--- src/rtl/tomasula_types.sv ---
// Shared Tomasulo back-end types: control word, CDB broadcast, ALU issue word
// and the reservation-station entry record.
package tomasula_types;

  localparam int RS_DEPTH_DEFAULT = 4;
  localparam int ROB_TAG_W        = 3;
  localparam int DATA_W           = 32;

  typedef logic [ROB_TAG_W-1:0] rob_tag_t;
  typedef logic [DATA_W-1:0]    data_t;

  typedef struct packed {
    logic [6:0] op;
    logic [2:0] funct3;
    logic [6:0] funct7;
    rob_tag_t   rd_tag;
    data_t      imm;
  } ctl_word;

  typedef struct packed {
    logic     valid;
    rob_tag_t tag;
    data_t    data;
  } cdb_data;

  typedef struct packed {
    logic [6:0] op;
    logic [2:0] funct3;
    logic [6:0] funct7;
    data_t      src1_data;
    data_t      src2_data;
    data_t      imm;
    rob_tag_t   tag;
  } alu_word;

  typedef struct packed {
    logic     ready;
    rob_tag_t tag;
    data_t    data;
  } rs_src_t;

  typedef struct packed {
    logic    valid;
    ctl_word ctl;
    rs_src_t src1;
    rs_src_t src2;
  } rs_entry_t;

  function automatic logic cdb_hit(input cdb_data bus, input rob_tag_t tag);
    return bus.valid && (bus.tag == tag);
  endfunction

endpackage

--- src/rtl/rs_entry.sv ---
// One reservation-station slot: storage plus alloc-cycle CDB bypass and
// per-source wakeup compare.
module rs_entry
  import tomasula_types::*;
(
  input  logic     clk_i,
  input  logic     rst_i,
  input  logic     flush_i,
  input  logic     alloc_i,
  input  logic     clear_i,
  input  ctl_word  ctl_i,
  input  data_t    src1_i,
  input  data_t    src2_i,
  input  rob_tag_t tag1_i,
  input  rob_tag_t tag2_i,
  input  logic     pend1_i,
  input  logic     pend2_i,
  input  cdb_data  cdb_i,
  output logic     valid_o,
  output logic     ready_o,
  output ctl_word  ctl_o,
  output data_t    src1_data_o,
  output data_t    src2_data_o
);

  rs_entry_t entry_q, entry_d;

  function automatic rs_src_t load_src(input data_t val, input rob_tag_t tag,
                                       input logic pend, input cdb_data bus);
    rs_src_t s;
    s.tag   = tag;
    s.ready = !pend;
    s.data  = val;
    if (pend && cdb_hit(bus, tag)) begin
      s.ready = 1'b1;
      s.data  = bus.data;
    end
    return s;
  endfunction

  // A source that is already ready keeps its value even if its old tag is rebroadcast.
  function automatic rs_src_t wake_src(input rs_src_t s, input cdb_data bus);
    rs_src_t r;
    r = s;
    if (!s.ready && cdb_hit(bus, s.tag)) begin
      r.ready = 1'b1;
      r.data  = bus.data;
    end
    return r;
  endfunction

  always_comb begin
    entry_d = entry_q;
    if (entry_q.valid) begin
      entry_d.src1 = wake_src(entry_q.src1, cdb_i);
      entry_d.src2 = wake_src(entry_q.src2, cdb_i);
    end
    if (clear_i) entry_d.valid = 1'b0;
    if (alloc_i) begin
      entry_d.valid = 1'b1;
      entry_d.ctl   = ctl_i;
      entry_d.src1  = load_src(src1_i, tag1_i, pend1_i, cdb_i);
      entry_d.src2  = load_src(src2_i, tag2_i, pend2_i, cdb_i);
    end
  end

  always_ff @(posedge clk_i) begin
    if (rst_i || flush_i) entry_q <= '0;
    else                  entry_q <= entry_d;
  end

  assign valid_o     = entry_q.valid;
  assign ready_o     = entry_q.valid && entry_q.src1.ready && entry_q.src2.ready;
  assign ctl_o       = entry_q.ctl;
  assign src1_data_o = entry_q.src1.data;
  assign src2_data_o = entry_q.src2.data;

endmodule

--- src/rtl/rs_bank.sv ---
// Multi-entry reservation station: lowest-free allocation, CDB snooping,
// and oldest-ready issue selected through an age matrix.
module rs_bank
  import tomasula_types::*;
#(
  parameter int  DEPTH = RS_DEPTH_DEFAULT,
  parameter int  TAG_W = ROB_TAG_W,
  parameter int  XLEN  = DATA_W,
  localparam int CNT_W = $clog2(DEPTH + 1)
) (
  input  logic             clk_i,
  input  logic             rst_i,
  input  logic             flush_i,
  input  logic             alloc_valid_i,
  output logic             alloc_ready_o,
  input  ctl_word          control_word_i,
  input  logic [XLEN-1:0]  src1_i,
  input  logic [XLEN-1:0]  src2_i,
  input  logic [TAG_W-1:0] rob_tag1_i,
  input  logic [TAG_W-1:0] rob_tag2_i,
  input  logic             rob_v1_i,
  input  logic             rob_v2_i,
  input  cdb_data          cdb_i,
  input  logic             issue_ready_i,
  output logic             issue_valid_o,
  output alu_word          alu_data_o,
  output logic [CNT_W-1:0] count_o
);

  if (DEPTH < 2 || DEPTH > 16) begin : g_bad_depth
    $error("rs_bank: DEPTH must be in 2..16");
  end
  if (TAG_W != ROB_TAG_W || XLEN != DATA_W) begin : g_bad_width
    $error("rs_bank: TAG_W/XLEN must match tomasula_types widths");
  end

  logic [DEPTH-1:0] valid_w, ready_w, free_oh, sel_oh, alloc_w, clear_w;
  ctl_word          ctl_w  [DEPTH];
  data_t            s1_w   [DEPTH];
  data_t            s2_w   [DEPTH];
  logic             alloc_fire;

  // age_q[i][j] set means entry i was allocated before entry j.
  logic [DEPTH-1:0][DEPTH-1:0] age_q, age_d;

  assign alloc_ready_o = ~&valid_w;
  assign alloc_fire    = alloc_valid_i & alloc_ready_o & ~flush_i;
  assign free_oh       = ~valid_w & (valid_w + DEPTH'(1));
  assign alloc_w       = alloc_fire ? free_oh : '0;
  assign clear_w       = sel_oh & {DEPTH{issue_ready_i}};

  for (genvar g = 0; g < DEPTH; g++) begin : g_slot
    rs_entry u_entry (
      .clk_i       (clk_i),
      .rst_i       (rst_i),
      .flush_i     (flush_i),
      .alloc_i     (alloc_w[g]),
      .clear_i     (clear_w[g]),
      .ctl_i       (control_word_i),
      .src1_i      (src1_i),
      .src2_i      (src2_i),
      .tag1_i      (rob_tag1_i),
      .tag2_i      (rob_tag2_i),
      .pend1_i     (rob_v1_i),
      .pend2_i     (rob_v2_i),
      .cdb_i       (cdb_i),
      .valid_o     (valid_w[g]),
      .ready_o     (ready_w[g]),
      .ctl_o       (ctl_w[g]),
      .src1_data_o (s1_w[g]),
      .src2_data_o (s2_w[g])
    );
  end

  // A new entry is younger than every slot; stale bits toward free slots never matter.
  always_comb begin
    age_d = age_q;
    for (int i = 0; i < DEPTH; i++) begin
      for (int j = 0; j < DEPTH; j++) begin
        if (alloc_w[i])      age_d[i][j] = 1'b0;
        else if (alloc_w[j]) age_d[i][j] = 1'b1;
      end
    end
  end

  always_ff @(posedge clk_i) begin
    if (rst_i || flush_i) age_q <= '0;
    else                  age_q <= age_d;
  end

  always_comb begin
    sel_oh = '0;
    for (int i = 0; i < DEPTH; i++) begin
      sel_oh[i] = ready_w[i];
      for (int j = 0; j < DEPTH; j++) begin
        if (j != i && ready_w[j] && age_q[j][i]) sel_oh[i] = 1'b0;
      end
    end
  end

  assign issue_valid_o = |ready_w;

  always_comb begin
    alu_data_o = '0;
    for (int i = 0; i < DEPTH; i++) begin
      if (sel_oh[i]) begin
        alu_data_o.op        = ctl_w[i].op;
        alu_data_o.funct3    = ctl_w[i].funct3;
        alu_data_o.funct7    = ctl_w[i].funct7;
        alu_data_o.src1_data = s1_w[i];
        alu_data_o.src2_data = s2_w[i];
        alu_data_o.imm       = ctl_w[i].imm;
        alu_data_o.tag       = ctl_w[i].rd_tag;
      end
    end
  end

  always_comb begin
    count_o = '0;
    for (int i = 0; i < DEPTH; i++) count_o = count_o + CNT_W'(valid_w[i]);
  end

endmodule
--- config.mk ---
export PLATFORM = sky130hd
export DESIGN_NAME = rs_bank
export DESIGN_NICKNAME = d
export VERILOG_FILES = /design/src/rtl/tomasula_types.sv /design/src/rtl/rs_entry.sv /design/src/rtl/rs_bank.sv
export SDC_FILE = /design/constraint.sdc
export NUM_CORES = 1
export LEC_CHECK = 0
export CAP_MARGIN = 20
export CORE_ASPECT_RATIO = 1.2
export CORE_MARGIN = 4
export CORE_UTILIZATION = 45
export CTS_CLUSTER_SIZE = 28
export DETAILED_ROUTE_END_ITERATION = 10
export PLACE_DENSITY = 0.69
export SYNTH_ARGS = -nofsm -noshare
export SYNTH_HDL_FRONTEND = slang
export SYNTH_HIERARCHICAL = 1
export SYNTH_SLANG_ARGS = --single-unit
--- constraint.sdc ---
create_clock -name clk_i -period 2.9 [get_ports clk_i]
set_input_delay 0.87 -clock clk_i [delete_from_list [all_inputs] [get_ports clk_i]]
set_output_delay 0.87 -clock clk_i [all_outputs]
set_load 0.1 [all_outputs]
==> metrics.log <==
INFO  metric floorplan.die.height = 291 µm
INFO  metric grt_pass1_wl = 156000 µm
INFO  metric synth-warning-count = 6
INFO  metric number_of_global_route_vias_before_repair = 25900
INFO  metric r2r.worst_path.cells = 9
INFO  metric startpoint = g_slot[0].u_entry/entry_q[35]
INFO  metric hpwl = 64600 µm
INFO  metric clock.fmax = 281 MHz
INFO  metric start_util = 45.5%
INFO  metric final_common_cell = dfxtp_1
INFO  metric minimum_hold_slack = 0.480 ns
INFO  metric flip_flop_and_latch_count_after_synthesis = 512
INFO  metric synthesis.nets = 3747
INFO  metric routabilityCongestion = 0.865
INFO  metric synthesis.area_per_instance = 8.38 µm²
INFO  metric numPortBuffers = 285
INFO  metric grt-ovfl-total = 0
INFO  metric viasPerCell = 6.20
INFO  metric total_leakage_power = 12.6 nW
INFO  metric power_density = 422 mW/mm²
INFO  metric grt_antenna_before_repair = 9
INFO  metric clk_root_buffer_cell = clkbuf_16
INFO  metric final.min_clock_period = 3.56 ns
INFO  metric drive_above_1_share = 23.1%
INFO  metric crit-reg2reg-capture = g_slot[0].u_entry/src2_data_o[11]
INFO  metric clock_sinks = 512
INFO  metric worstSetupEndpointType = output port
INFO  metric floorplan.io_pins = 286
INFO  metric drt_first_pass_iters = 6
INFO  metric gr-usage-all-layers = 27.4%
INFO  metric slew_at_the_pin_closest_to_its_max_slew_limit = 0.725 ns
INFO  metric mappedNetlistArea = 0.0300 mm²
INFO  metric violations = negative setup slack
INFO  metric synth_enable_flop_cells = 0
INFO  metric cts_inserted_buffers = 55
INFO  metric grt.met3_usage = 5.83%
INFO  metric layout_worst_path_cycle_share = 123%
INFO  metric required = 2.03 ns
INFO  metric rrSetupSlack = 0.70 ns
INFO  metric timing.critical_path.arrival = 2.69 ns
INFO  metric sequential_cell_area = 0.0103 mm²
INFO  metric final-max-slew-violation-count = 0
INFO  metric core_area = 0.0659 mm²
INFO  metric postSynth.topFlopCell = dfxtp_1
INFO  metric status = complete, but fails checks
INFO  metric detail_route.iter0.violations = 2834
INFO  metric nets = 3543
INFO  metric clock_latency = 0.61 ns
INFO  metric skew = 0.0245 ns
INFO  metric most_crowded_layer_after_global_routing = met2
INFO  metric timing.max_slew.rel_slack = 51.5%
INFO  metric layout.cells.most_common_list = dfxtp_1 (506), nand2_1 (373), mux2i_1 (360), nor2_1 (256), a211oi_1 (248)
INFO  metric critical_path_class = register to output port
INFO  metric placed_cells_incl_taps = 4166
INFO  metric hold_buffers = 0
INFO  metric grt_setup_unrepaired = yes
INFO  metric max_cap_violations = 0
INFO  metric instances_no_fill = 4316
INFO  metric pin_count_of_the_biggest_net_entering_global_routing = 65
INFO  metric syn_inst = 3577
INFO  metric h_tree_level_count = 2
INFO  metric fp.dieW = 244 µm
INFO  metric drt-wirelength-per-cell = 24.8 µm
INFO  metric synthDistinctLibCells = 49
INFO  metric power.ir.vdd_worst = 376 µV
INFO  metric r2r_start = g_slot[0].u_entry/valid_o
INFO  metric fill_cells = 5404
INFO  metric finalWorstSetupSlack = -0.660 ns
INFO  metric detail_route.drc_violations = 0
INFO  metric num_vias = 26800
INFO  metric postLayoutCellArea = 0.0382 mm²
INFO  metric worst_setup_path_start_kind = register
INFO  metric timing.final.setup_violations = 119
INFO  metric cts.path.max_buffers = 3
INFO  metric hold_viol_final = 0
INFO  metric asyncSetResetFlopFracSynth = 0%
INFO  metric multi_input_area = 0.0169 mm²
INFO  metric die_area = 0.0708 mm²
INFO  metric post_dp_cell_area = 0.0342 mm²
INFO  metric worstHoldPathCells = 2
INFO  metric drt-total-wl = 107000 µm
INFO  metric num_rows = 103
INFO  metric tritoncts = built
INFO  metric globalRouteMet2Util = 46.4%
INFO  metric worst_hold_path_type = register to register
INFO  metric critical_path.endpoint = alu_data_o[38]
INFO  metric groute.layer.met1.usage = 33.9%
INFO  metric yosysSeqAreaShare = 34.2%
INFO  metric cts.reportedPaths.clkPinSlew = 0.06 ns
INFO  metric syn2layout_area_growth = 27.6%
INFO  metric crit_path_max_fanout = 9
INFO  metric postRouteAntennaNets = 0
[stage by stage]
step | setup slack (ns) | setup TNS [ns] | total power [mW] | utilization (%)
3_5_place_dp | -0.136 | -9.94 | 8.72 | 51.9
5_1_grt | -0.754 | -76.24 | 16.5 | 58.0
2_1_floorplan | -0.723 | -22.97 | 7.99 | -
4_1_cts | -0.639 | -68.28 | 16.1 | 56.3
6_report | -0.660 | -68.31 | 16.1 | 58.0
3_3_place_gp | -0.0939 | -8.27 | 8.71 | 51.9
[state kept, by name (all words and copies together), names as in the netlist]
name / flops
g_slot.u_entry/entry_q: 32
age_q: 12
g_slot.u_entry/src1_data_o: 128
g_slot.u_entry/ctl_o: 208
g_slot.u_entry/valid_o: 4
g_slot.u_entry/src2_data_o: 128
[critical path, stage by stage (launching register included)]
cell      delay [ns]
dfxtp_2         0.33
and3_4          0.21
a21bo_4         0.24
a211oi_4        0.24
buf_6           0.19
buf_16          0.21
buf_12          0.16
a221oi_4        0.07
o21ai_4         0.22
buf_12          0.21
[how the worst min path moves through the flow]
stage | from | end | slack (ns)
after floorplan | age_q[2] | age_q[2] | 0.44
after global placement | age_q[11] | age_q[11] | 0.46
after detailed placement | age_q[11] | age_q[11] | 0.46
after CTS | g_slot[2].u_entry/src2_data_o[30] | g_slot[2].u_entry/src2_data_o[30] | 0.48
after global routing | age_q[6] | age_q[6] | 0.50
final | g_slot[2].u_entry/src2_data_o[13] | g_slot[2].u_entry/src2_data_o[13] | 0.48
[synth_stat cells (8+ instances only)]
master / n / area share, %
dfxtp_1: 512 / 34
buf_4: 489 / 12
nand2_1: 373 / 4.7
mux2i_1: 360 / 12
o21ai_0: 308 / 5.1
nor2_1: 260 / 3.3
a211oi_1: 248 / 6.2
clkbuf_1: 184 / 2.3
inv_1: 134 / 1.7
a41oi_1: 124 / 3.6
a221oi_1: 116 / 3.4
a31oi_1: 116 / 2.4
buf_2: 78 / 1.3
o21ai_1: 40 / 0.67
xnor2_1: 36 / 1.1
buf_6: 28 / 1.1
buf_1: 17 / 0.21
nand4_1: 17 / 0.36
nand3_1: 14 / 0.23
o211ai_1: 12 / 0.30
o21a_1: 9 / 0.23
a311oi_1: 8 / 0.23
and3b_1: 8 / 0.23
nor3_1: 8 / 0.13
xor2_1: 8 / 0.23
[final cells by class]
type	instances	share of cell area, %
multi-input cells	2135	44.1
repair buffers	535	19.8
inverters	134	1.32
diodes	6	0.0393
flip-flops and latches	512	26.8
clock buffers	82	4.29
well taps	892	2.92
clock inverters	20	0.684
[routing by layer]
| layer | vias up | share of wire (%) |
|---|---|---|
| met3 | 359 | 9.0 |
| li1 | 12000 | - |
| met4 | 8 | 4.8 |
| met1 | 12900 | 39 |
| met5 | - | 0.055 |
| met2 | 1487 | 47 |
[where the power goes]
part | switching, mW | total (mW) | internal [mW]
sequential | 0.0517 | 7.14 | 7.09
combinational | 0.911 | 1.49 | 0.576
clock | 3.06 | 7.49 | 4.44
[logic make-up (layout without fill, tap and decap cells)]
group | after synthesis | in the layout | share of synthesized area (%)
XOR/XNOR | 48 | 48 | 1.50
multiplexers | 364 | 364 | 12.2
flip-flops | 512 | 512 | 34.2
AND/OR/NAND/NOR | 711 | 711 | 9.70
other | 0 | 6 | 0
adder cells (fa/ha/maj) | 5 | 5 | 0.234
AO/OA/AOI/OAI | 1007 | 1007 | 23.3
buffers and inverters | 930 | 771 | 18.8
[what timing repair did]
action                                  in CTS  in global routing
buffers inserted                             8                 23
endpoints found under the setup margin     120                120
pin swaps                                    8                 17
cloned                                       6                 14
resized for setup                          153                127
(Power assumes the default switching activity.)
